## src/rtl/jt6295_mixer.sv

```systemverilog
// jt6295_mixer: sums four time-multiplexed channel samples per frame,
// applies a power-of-two gain and emits one mixed sample per cen_sr frame.
// Optional build macro JT6295_MIXER_SAT_EN: clamp the output instead of wrapping.
module jt6295_mixer #(
    parameter int IW   = 12,
    parameter int OW   = 16,
    parameter int GAIN = 0
) (
    input  logic                 clk,
    input  logic                 rst_n,
    input  logic                 cen_sr,
    input  logic                 cen_sr4,
    input  logic                 ch_valid,
    input  logic signed [IW-1:0] ch_data,
    output logic                 ch_ready,
    output logic [1:0]           slot,
    output logic signed [OW-1:0] sound,
    output logic                 sample,
    output logic                 locked,
    output logic                 err
);

    localparam int AW = IW + 2;  // four IW-bit samples always fit
    localparam int SW = OW + 4;  // headroom for the gain shift

    logic [1:0]           slot_q,   slot_d;
    logic signed [AW-1:0] acc_q,    acc_d;
    logic signed [OW-1:0] sound_q,  sound_d;
    logic                 sample_q, sample_d;
    logic                 locked_q, locked_d;
    logic                 err_q,    err_d;
    logic                 filled_q, filled_d;

    logic signed [AW-1:0] data_ext;
    logic signed [SW-1:0] scaled;
    logic signed [OW-1:0] final_val;

    assign data_ext = {{2{ch_data[IW-1]}}, ch_data};
    assign ch_ready = locked_q & ~filled_q;

    // Scale the frame sum and reduce it to the output width.
    always_comb begin
        scaled = {{(SW-AW){acc_q[AW-1]}}, acc_q} <<< GAIN;
`ifdef JT6295_MIXER_SAT_EN
        if (scaled > $signed({{(SW-OW+1){1'b0}}, {(OW-1){1'b1}}})) begin
            final_val = {1'b0, {(OW-1){1'b1}}};
        end else if (scaled < $signed({{(SW-OW+1){1'b1}}, {(OW-1){1'b0}}})) begin
            final_val = {1'b1, {(OW-1){1'b0}}};
        end else begin
            final_val = scaled[OW-1:0];
        end
`else
        final_val = OW'(scaled);
`endif
    end

    // Slot counter, sample acceptance and frame close.
    always_comb begin
        // NOTE: every variable gets a default first so no path leaves it unassigned (no latch).
        slot_d   = slot_q;
        acc_d    = acc_q;
        sound_d  = sound_q;
        sample_d = 1'b0;
        locked_d = locked_q;
        err_d    = err_q;
        filled_d = filled_q;
        if (cen_sr) begin
            // A sample arriving with the frame strobe opens slot 0 of the new frame.
            slot_d   = 2'd0;
            locked_d = 1'b1;
            filled_d = ch_valid;
            acc_d    = ch_valid ? data_ext : '0;
            if (locked_q) begin
                sound_d  = final_val;
                sample_d = 1'b1;
            end
        end else begin
            if (ch_valid) begin
                if (ch_ready) begin
                    acc_d    = acc_q + data_ext;
                    filled_d = 1'b1;
                end else if (locked_q) begin
                    err_d = 1'b1;
                end
            end
            if (cen_sr4) begin
                if (slot_q == 2'd3) begin
                    err_d = 1'b1;
                end else begin
                    slot_d   = slot_q + 2'd1;
                    filled_d = 1'b0;
                end
            end
        end
    end

    // State registers; reset discards any partial frame.
    always_ff @(posedge clk or negedge rst_n) begin
        if (!rst_n) begin
            slot_q   <= 2'd0;
            acc_q    <= '0;
            sound_q  <= '0;
            sample_q <= 1'b0;
            locked_q <= 1'b0;
            err_q    <= 1'b0;
            filled_q <= 1'b0;
        end else begin
            // NOTE: non-blocking assignments so every flop samples pre-edge values.
            slot_q   <= slot_d;
            acc_q    <= acc_d;
            sound_q  <= sound_d;
            sample_q <= sample_d;
            locked_q <= locked_d;
            err_q    <= err_d;
            filled_q <= filled_d;
        end
    end

    assign slot   = slot_q;
    assign sound  = sound_q;
    assign sample = sample_q;
    assign locked = locked_q;
    assign err    = err_q;

endmodule

```

## config.mk

```make
export PLATFORM = sky130hd
export DESIGN_NAME = jt6295_mixer
export DESIGN_NICKNAME = d
export VERILOG_FILES = /design/src/rtl/jt6295_mixer.sv
export SDC_FILE = /design/constraint.sdc
export NUM_CORES = 1
export LEC_CHECK = 0
export BUFFER_PORTS_ARGS = -buffer_cell sky130_fd_sc_hd__clkbuf_2
export CAP_MARGIN = 0
export CORE_MARGIN = 3
export CORE_UTILIZATION = 55
export DETAILED_ROUTE_END_ITERATION = 12
export GPL_ROUTABILITY_DRIVEN = 0
export MAX_ROUTING_LAYER = met4
export PLACE_DENSITY = 0.79
export SLEW_MARGIN = 20
export SYNTH_ARGS = -nofsm -noshare
export SYNTH_HDL_FRONTEND = slang
export SYNTH_SLANG_ARGS = --single-unit
```

## constraint.sdc

```tcl
create_clock -name clk -period 2.5 [get_ports clk]
set_clock_uncertainty 0.2 [all_clocks]
set_input_delay 0.75 -clock clk [delete_from_list [all_inputs] [get_ports clk]]
set_output_delay 0.75 -clock clk [all_outputs]
set_load 0.1 [all_outputs]
```

* Word-level counts from Yosys, hierarchy flattened *
Cells that the tools add are included.

operators by class
  add/subtract/negate cells = 2
  equality and inequality tests = 2
  mux-type cells = 19
  bitwise logic cells = 2
  reductions and logical operators = 6

operators with widths
  kind                 number
  $mux 14              4
  $add 14x12->14       1
  $mux 1               12
  $mux 2               3
  $reduce_and 2->1     3
  $reduce_bool 2->1    3
  $add 2x1->2 const B  1
  $eq 2x2->1 const B   1
  $ne 2x2->1 const B   1
  $and 1x1->1          1
  $not 1->1            1

storage, ports and cells
  register bits = 34
  logic and storage cells = 38

* Depth between registers and ports, before layout *
Gate-level depths: netlist of the first run.

  word-level depth = 7
  gate-level depth with buffers = 7
  mapped depth without buffers = 7

* Worst setup path after synthesis of the first run *
Ideal clock, no wire load.

  kind = register to register
  start point = register locked_q, in the netlist locked
  end point = register acc_q[9]
  library setup time = 0.129 ns
  arrival = 2.370 ns
  data required time = 2.171 ns
  setup slack = -0.199 ns
  stages on the path, launching flop included = 7
  clock period less this slack = 2.699 ns
  cell sequence = dfrtp_1 > nand2b_1 > inv_2 > a21oi_1 > buf_2 > a22oi_1 > o31ai_1

between the ends
  word-level cells in the longest chain between the ends = 3

ends and longest elaborated chain
  what                         RTL line  RTL
  start, declared              30        logic locked_q, locked_d;
  start signal, assigned       113       locked_q <= locked_d;
  $and 1x1->1                  39        assign ch_ready = locked_q & ~filled_q;
  via ch_ready                 15        output logic ch_ready,
  $reduce_bool 2->1 (no line)  -
  $reduce_and 2->1 (no line)   -
  end signal, assigned         101       acc_q <= '0;
  end signal, assigned         110       acc_q <= acc_d;
  end, declared                27        logic signed [AW-1:0] acc_q, acc_d;

The timed path passes the listed nets, and every way through them passes these cells.
A chain may end at the register's enable or synchronous reset.

* Worst setup path in the final report of the first run *
  start point = input port ch_data[0]
  end point = register acc_q[4]

between the ends
  word-level cells in the longest chain between the ends = 4

ends and longest elaborated chain
  what             RTL line  RTL
  start, declared  14        input logic signed [IW-1:0] ch_data,
  $add 14x12->14   80        acc_d = acc_q + data_ext;
  $mux 14          79        if (ch_ready) begin
  $mux 14          78        if (ch_valid) begin
  $mux 14          67        if (cen_sr) begin

Every way passes these cells. The select of a mux whose other input is x is not followed.

==> results.toml, run 1 <==
[critical_path]
path_cells = "clkbuf_2 > ha_1 > fa_1 > a21o_1 > a21oi_1 > xor2_1 > nor3_1 > a221o_1"
cp.arrival_ns = 2.33
critical-path-slowest-cell = "fa_1"
endpoint_kind = "flip-flop"
cp.required_ns = 2.47
slowest_delay_ns = 0.42
startpoint = "ch_data[0]"
start_kind = "input pin"
critical-path-top-delay-family = "adder cells"
regToRegStartpoint = "acc_q[0]"
path_class = "in -> reg"
crit_fanout = 3
crit_buf_inv = 1

[cells_and_area]
antenna_cells = 0
multi_input_area_um2 = 1220
fillers = 247
final_cell_area_um2 = 2710
area_growth_syn_to_layout_pct = 28.6
seqCellArea_um2 = 852
final_cell_mix = "37 x clkbuf_2, 34 x buf_4, 33 x dfrtp_1"
drive_above_1_share_pct = 37.3
final_nets = 318
final_common_cell = "clkbuf_2"

[synth]
synth_edf_count = 0
ys_warn_count = 0
ys_types = 49
ys_seq_elements = 34
avgSynthCellArea_um2 = 9.81
synth_cells = 215
syn_area_um2 = 2110
synthArstFlopShare_pct = 100
synth_nets = 247
synth_ff_type = "dfrtp_1"
yosysSeqAreaShare_pct = 40.4

[sta]
timing.hold.ws_ns = 0.279
rsz0062_at_grt = "no"
fin_crit_ns = 2.36
fmax_mhz = 424
relSlewSlack_pct = 54.3
fin_ws_ns = 0.141
worst_slew_pin_slew_ns = 0.685
final_hold_viol_count = 0
tns_ns = 0
post-route-period-util_pct = 94.4
report.final.slew_viol_count = 0
finalSetupViolCount = 0

[worst_hold_path]
hold_class = "reg -> reg"
hp-start = "err"

[floorplan]
coreArea_um2 = 3520
die_area_um2 = 4610
die_h_um = 67.9
die_w_um = 67.9
initial_core_util_pct = 59.9
row_count = 21
io-pin-count = 39

[global_routing]
overflow = 0
first_global_vias = 1858
grt_usage_pct = 25.5
grt_pass1_wl_um = 8460
grt_max_degree = 29
antenna_found_initial = 0

[placement]
post-place-ws_ns = -0.186
dpl.hpwl_um = 3940
port_buffers = 38
placed_area_um2 = 2610

[pwr]
ir_drop_mv = 0.489
power.leakage_nw = 1.35
power.density_nw_per_um2 = 835

[clocking]
h-tree-depth = 2
cts_resized = 0
postCtsSetupBuffers = 0
cts_root_buf = "clkbuf_8"
clkLatencyLatePin_ns = 0.29
cts_sinks = 34
cts_tree = "yes"
cts.clk_slew.worst_paths_ns = 0.07
numCtsBuffers = 5
cts_max_path_buffers = 2
holdBufCountCts = 0

[route]
drc = 0
drt_wl_total_um = 5130
wl_per_cell_um = 15.4
vias_per_cell = 5.85
drt-pass1-iter-count = 4
drtAntennaViolNets = 0
vias = 1949
first_iter_violations = 122

[run_status]
status = "complete, no violations"

[run]
drv_cap = 0
==> flip-flops by register name, indices dropped and copies added (netlist names) <==
register / count
locked: 1
slot: 2
acc_q: 14
filled_q: 1
err: 1
sample: 1
sound: 14
==> logic make-up after synthesis <==
| group | Yosys count | synth area share (%) |
|---|---|---|
| flip-flops | 34 | 40.4 |
| AO/OA/AOI/OAI | 75 | 22.7 |
| AND/OR/NAND/NOR | 52 | 12.2 |
| multiplexers | 18 | 9.44 |
| buffers and inverters | 15 | 3.50 |
| adder cells (fa/ha/maj) | 15 | 9.26 |
| XOR/XNOR | 6 | 2.49 |
==> worst reg2reg max path: cells and delay by family (launching register included) <==
family,cells,cell delay [ns]
adder cells (fa/ha/maj),2,0.63
XOR/XNOR,1,0.17
flip-flops,1,0.40
AND/OR/NAND/NOR,1,0.07
AO/OA/AOI/OAI,3,0.62
==> cells in the mapped netlist (all sizes together), types with 2 or more instances <==
cell type  number  area (µm²)
a22oi           5        37.5
buf             6        40.0
dfrtp          34         851
nor3b           2        15.0
ha             14         175
o31ai           2        15.0
clkbuf          2        7.51
o21a            2        15.0
a221o           2        20.0
a21o            4        30.0
nor2            9        33.8
o21ai          19        95.1
mux2i           3        30.0
and3            4        25.0
a21oi          25         129
a2bb2oi         2        23.8
nand3           6        30.0
mux2           15         169
inv             7        26.3
o211a           2        20.0
o21bai          2        15.0
nor3            4        20.0
xor2            6        52.6
nand2          17        63.8
nand2b          3        18.8
a211oi          2        15.0
==> per-layer routing <==
metal / vias up / track usage (%) / part of all wire (%)
li1: 947 / - / -
met1: 908 / 32.3 / 44
met2: 82 / 39.1 / 47
met3: 12 / 5.91 / 7.6
met4: 0 / 10.9 / 2.0
met5: - / - / 0
==> power by group <==
group / total, W / leakage [nW] / switching (W) / internal [W]
Sequential: 0.000705 / 0.426 / 0.0000667 / 0.000639
Combinational: 0.00114 / 0.875 / 0.000784 / 0.000353
Clock: 0.000421 / 0.0472 / 0.000200 / 0.000221
==> final cells by class <==
type	count	area share (%)
clock buffers	6	3.05
clock inverters	2	0.461
inverters	7	0.969
multi-input cells	166	45.0
flip-flops and latches	34	31.4
well taps	46	2.12
repair buffers	72	17.0
==> per-stage QoR <==
stage / utilization (%) / cells / total power [W]
6_report: 77.0 / 333 / 0.00226
5_1_grt: 77.0 / 333 / 0.00238
3_5_place_dp: 74.2 / 325 / 0.00184
4_1_cts: 76.9 / 333 / 0.00227
2_1_floorplan: - / 215 / 0.00156
3_3_place_gp: 74.2 / 325 / 0.00182
==> final timing paths <==
kind	end	slack (ns)	depth (start not counted)
worst max-delay path	acc_q[4]	0.14	8
worst min-delay path	err	0.28	1
worst max register to register	acc_q[4]	0.29	7
worst min register to register	err	0.28	1
max in group asynchronous	acc_q[11]	1.22	2
min in group asynchronous	sound[8]	0.29	1
Power figures use the tool's default switching activity.
==> run 2: changes to the inputs <==
--- a/config.mk
+++ b/config.mk
@@ -12,7 +12,7 @@
 export DETAILED_ROUTE_END_ITERATION = 12
 export GPL_ROUTABILITY_DRIVEN = 0
 export MAX_ROUTING_LAYER = met4
-export PLACE_DENSITY = 0.79
+export PLACE_DENSITY = 0.85
 export SLEW_MARGIN = 20
 export SYNTH_ARGS = -nofsm -noshare
 export SYNTH_HDL_FRONTEND = slang
==> results.toml, run 2 (synthesized netlist as in run 1, its figures left out) <==
[cells_and_area]
fillers = 233
drive_above_1_share_pct = 37.2
antenna_cells = 0
final_common_cell = "clkbuf_2"
final_cell_mix = "37 x clkbuf_2, 35 x buf_4, 33 x dfrtp_1"
final_nets = 319
fin_util_pct = 77.5
final_cell_area_um2 = 2730
area_growth_syn_to_layout_pct = 29.5

[clocking]
postCtsSetupBuffers = 0
cts_resized = 0
cts_max_path_buffers = 2
cts_tree = "yes"
holdBufCountCts = 0
numCtsBuffers = 5
cts.clk_slew.worst_paths_ns = 0.07
cts_sinks = 34
clkLatencyLatePin_ns = 0.29
h-tree-depth = 2
cts_root_buf = "clkbuf_8"

[critical_path]
path_class = "in -> reg"
r2r_end = "acc_q[4]"
regToRegStartpoint = "acc_q[0]"
cp.required_ns = 2.47
cp.arrival_ns = 2.39
r2r_slack_ns = 0.24
crit_fanout = 3
r2r_cells = 7
endpoint_kind = "flip-flop"
start_kind = "input pin"
startpoint = "ch_data[0]"

[sta]
rsz0062_at_grt = "no"
timing.hold.ws_ns = 0.186
fmax_mhz = 414
post-route-period-util_pct = 96.6
fin_crit_ns = 2.42
finalSetupViolCount = 0
final_hold_viol_count = 0
fin_ws_ns = 0.0840
worst_slew_pin_slew_ns = 0.544
relSlewSlack_pct = 63.9
report.final.slew_viol_count = 0

[route]
vias_per_cell = 6.13
drc = 0
wl_per_cell_um = 16.2
first_iter_violations = 137
drt_wl_total_um = 5410
drt-pass1-iter-count = 4
vias = 2046
drtAntennaViolNets = 0

[global_routing]
grt_max_degree = 17
grt_pass1_wl_um = 8890
overflow = 0
first_global_vias = 1994
antenna_found_initial = 0
grt_usage_pct = 26.6

[placement]
placed_area_um2 = 2620
port_buffers = 38
dpl.hpwl_um = 3920
post-place-ws_ns = -0.195

[pwr]
ir_drop_mv = 0.379
power.density_nw_per_um2 = 852
power.leakage_nw = 1.36

[run]
drv_cap = 0

[floorplan]
io-pin-count = 39
coreArea_um2 = 3520
row_count = 21
initial_core_util_pct = 59.9
die_area_um2 = 4610
die_h_um = 67.9
die_w_um = 67.9

[run_status]
status = "complete, no violations"

[worst_hold_path]
hold_class = "in -> async"
-- run 2: changes by cell type in the layout (fill, tap and decap cells not counted) --
cell        delta
a21oi_2        -1
clkinvlp_4     -1
a21oi_1        +1
clkinv_2       -1
buf_4          +1
clkbuf_8       +2
-- run 2: power by group --
group | switching (W) | internal, W | total (W) | leakage [nW]
combinational | 0.000795 | 0.000351 | 0.00115 | 0.878
sequential | 0.0000670 | 0.000639 | 0.000706 | 0.426
clock | 0.000195 | 0.000278 | 0.000473 | 0.0575
-- run 2: through the flow --
step	power (W)	instances	TNS [ns]
global placement	0.00181	326	-0.515
global route	0.00245	334	0
finish	0.00233	334	0
floorplan	0.00156	215	0
detailed placement	0.00184	326	-0.668
CTS	0.00232	334	0
-- run 2: critical path: stages --
cell	delay, ns
clkbuf_2	0.09
ha_1	0.22
fa_1	0.43
a21o_1	0.20
a21oi_1	0.17
xor2_1	0.18
nor3_1	0.08
a221o_1	0.27
-- run 2: how the worst max path moves through the flow --
stage	cells past startpoint	end	slack [ns]
2_1_floorplan	7	acc_q[12]	0.002
3_3_place_gp	8	acc_q[10]	-0.16
3_5_place_dp	8	acc_q[4]	-0.19
4_1_cts	8	acc_q[4]	0.09
5_1_grt	8	acc_q[10]	0.003
6_report	8	acc_q[4]	0.08
-- run 2: area by class of cell --
type | count | area (µm²) | share of cell area (%)
multi-input cells | 166 | 1220 | 44.5
flip-flops and latches | 34 | 852 | 31.2
repair buffers | 73 | 468 | 17.1
clock buffers | 8 | 110 | 4.03
well taps | 46 | 57.6 | 2.11
inverters | 7 | 26.3 | 0.962
-- run 2: per-layer routing --
layer | global-route usage, % | share of wire, % | vias to the layer above
li1 | - | - | 948
met1 | 32.2 | 41 | 961
met2 | 40.9 | 47 | 109
met3 | 7.22 | 7.8 | 28
met4 | 13.4 | 3.6 | 0
met5 | - | 0 | -
==> run 3: changes to the inputs <==
--- a/config.mk
+++ b/config.mk
@@ -7,12 +7,14 @@
 export LEC_CHECK = 0
 export BUFFER_PORTS_ARGS = -buffer_cell sky130_fd_sc_hd__clkbuf_2
 export CAP_MARGIN = 0
+export CELL_PAD_IN_SITES_DETAIL_PLACEMENT = 1
+export CELL_PAD_IN_SITES_GLOBAL_PLACEMENT = 2
 export CORE_MARGIN = 3
-export CORE_UTILIZATION = 55
+export CORE_UTILIZATION = 34
 export DETAILED_ROUTE_END_ITERATION = 12
 export GPL_ROUTABILITY_DRIVEN = 0
 export MAX_ROUTING_LAYER = met4
-export PLACE_DENSITY = 0.85
+export PLACE_DENSITY = 0.84
 export SLEW_MARGIN = 20
 export SYNTH_ARGS = -nofsm -noshare
 export SYNTH_HDL_FRONTEND = slang
==> results.toml, run 3 (synthesized netlist as in run 1, its figures left out) <==
[floorplan]
initial_core_util_pct = 35.4
die_w_um = 84.7
coreArea_um2 = 5960
die_h_um = 84.7
die_area_um2 = 7180
io-pin-count = 39
row_count = 28

[cells_and_area]
drive_above_1_share_pct = 37.1
final_common_cell = "buf_4"
fin_util_pct = 46.8
final_cell_area_um2 = 2790
area_growth_syn_to_layout_pct = 32.1
final_nets = 322
final_cell_mix = "38 x buf_4, 37 x clkbuf_2, 33 x dfrtp_1"
antenna_cells = 0
fin_cells = 366

[pwr]
swShare_pct = 45.3
clock_power_share_pct = 21.7
power.density_nw_per_um2 = 848
switching_power_w = 0.00107
ir_drop_mv = 0.503
seqPwrFrac_pct = 29.9
power_frac_comb_pct = 48.4
power_w = 0.00236
internal-power_w = 0.00129
power.leakage_nw = 1.37

[critical_path]
cp.required_ns = 2.46
startpoint = "ch_data[0]"
endpoint_kind = "flip-flop"
cp_num_cells = 8
critical-path-slowest-cell = "fa_1"
cp.arrival_ns = 2.35
start_kind = "input pin"
r2r_cells = 7
r2r_end = "acc_q[10]"
critical-path-top-delay-family = "compound AO/OA/AOI/OAI gates"
endpoint = "acc_q[10]"
crit_fanout = 3
path_class = "in -> reg"
r2r_slack_ns = 0.27
regToRegStartpoint = "acc_q[0]"
path_cells = "clkbuf_2 > ha_1 > fa_1 > a21oi_2 > o21ai_0 > a311oi_1 > xor2_1 > o21ai_1"
crit_buf_inv = 1
slowest_delay_ns = 0.43

[sta]
fin_crit_ns = 2.38
fmax_mhz = 420
rsz0062_at_grt = "no"
relSlewSlack_pct = 63.8
finalSetupViolCount = 0
worst_slew_pin_slew_ns = 0.545
report.final.slew_viol_count = 0
final_hold_viol_count = 0
fin_ws_ns = 0.117
post-route-period-util_pct = 95.3

[worst_hold_path]
hold_class = "in -> async"

[clocking]
postCtsSetupBuffers = 0
h-tree-depth = 2
holdBufCountCts = 0
cts_root_buf = "clkbuf_8"
cts_resized = 0
cts_tree = "yes"
cts.clk_slew.worst_paths_ns = 0.07
numCtsBuffers = 5
clkLatencyLatePin_ns = 0.29
cts_max_path_buffers = 2
cts_sinks = 34

[route]
vias_per_cell = 5.27
first_iter_violations = 64
vias = 1929
drt_wl_total_um = 5870
drt-pass1-iter-count = 4
drc = 0
drtAntennaViolNets = 0
wl_per_cell_um = 16.0

[global_routing]
grt_max_degree = 21
antenna_found_initial = 0
overflow = 0
grt_pass1_wl_um = 10000
first_global_vias = 2100
grt_usage_pct = 18.0

[placement]
placed_area_um2 = 2680
dpl.hpwl_um = 4620
post-place-ws_ns = -0.228
port_buffers = 38
dp_cells = 358

[run]
drv_cap = 0

[run_status]
status = "complete, no violations"
-- run 3: cell count changes in the layout (fill, tap and decap cells not counted), sizes merged --
cell,before,now
buf,36,39
bufinv,0,1
clkbuf,45,44
-- run 3: power by group through the flow --
stage | Clock (W) | Combinational (W) | Sequential [W]
global placement | 0 | 0.00113 | 0.000712
finish | 0.000512 | 0.00114 | 0.000707
floorplan | 0 | 0.000485 | 0.00107
global route | 0.000555 | 0.00122 | 0.000722
detailed placement | 0 | 0.00114 | 0.000720
CTS | 0.000531 | 0.00115 | 0.000708
-- run 3: final cells by class --
| class | count | area, µm² |
|---|---|---|
| inverter | 7 | 26.3 |
| multi-input combinational | 166 | 1220 |
| tap | 75 | 93.8 |
| sequential | 34 | 852 |
| clock inverter | 1 | 30.0 |
| clock buffer | 7 | 76.3 |
| timing repair buffer | 76 | 490 |
| fill | 710 | 3170 |
-- run 3: per-stage QoR --
| stage | setup TNS (ns) | hold WS, ns |
|---|---|---|
| after CTS | 0 | 0.186 |
| final | 0 | 0.181 |
| after floorplan | 0 | 0.254 |
| after global routing | 0 | 0.193 |
| after detailed placement | -0.961 | 0.262 |
| after global placement | -0.708 | 0.270 |
-- run 3: worst min path at each step --
| stage | start | end | slack, ns |
|---|---|---|---|
| floorplan | rst_n | acc_q[0] | 0.25 |
| global placement | err | err | 0.27 |
| finish | rst_n | sound[11] | 0.18 |
| detailed placement | err | err | 0.26 |
| global route | rst_n | acc_q[12] | 0.19 |
| CTS | rst_n | acc_q[0] | 0.19 |
-- run 3: routing by layer --
metal | global-route usage [%] | part of all wire (%)
met5 | - | 0
met4 | 6.19 | 1.6
met3 | 2.65 | 2.5
met2 | 29.6 | 49
met1 | 22.7 | 47
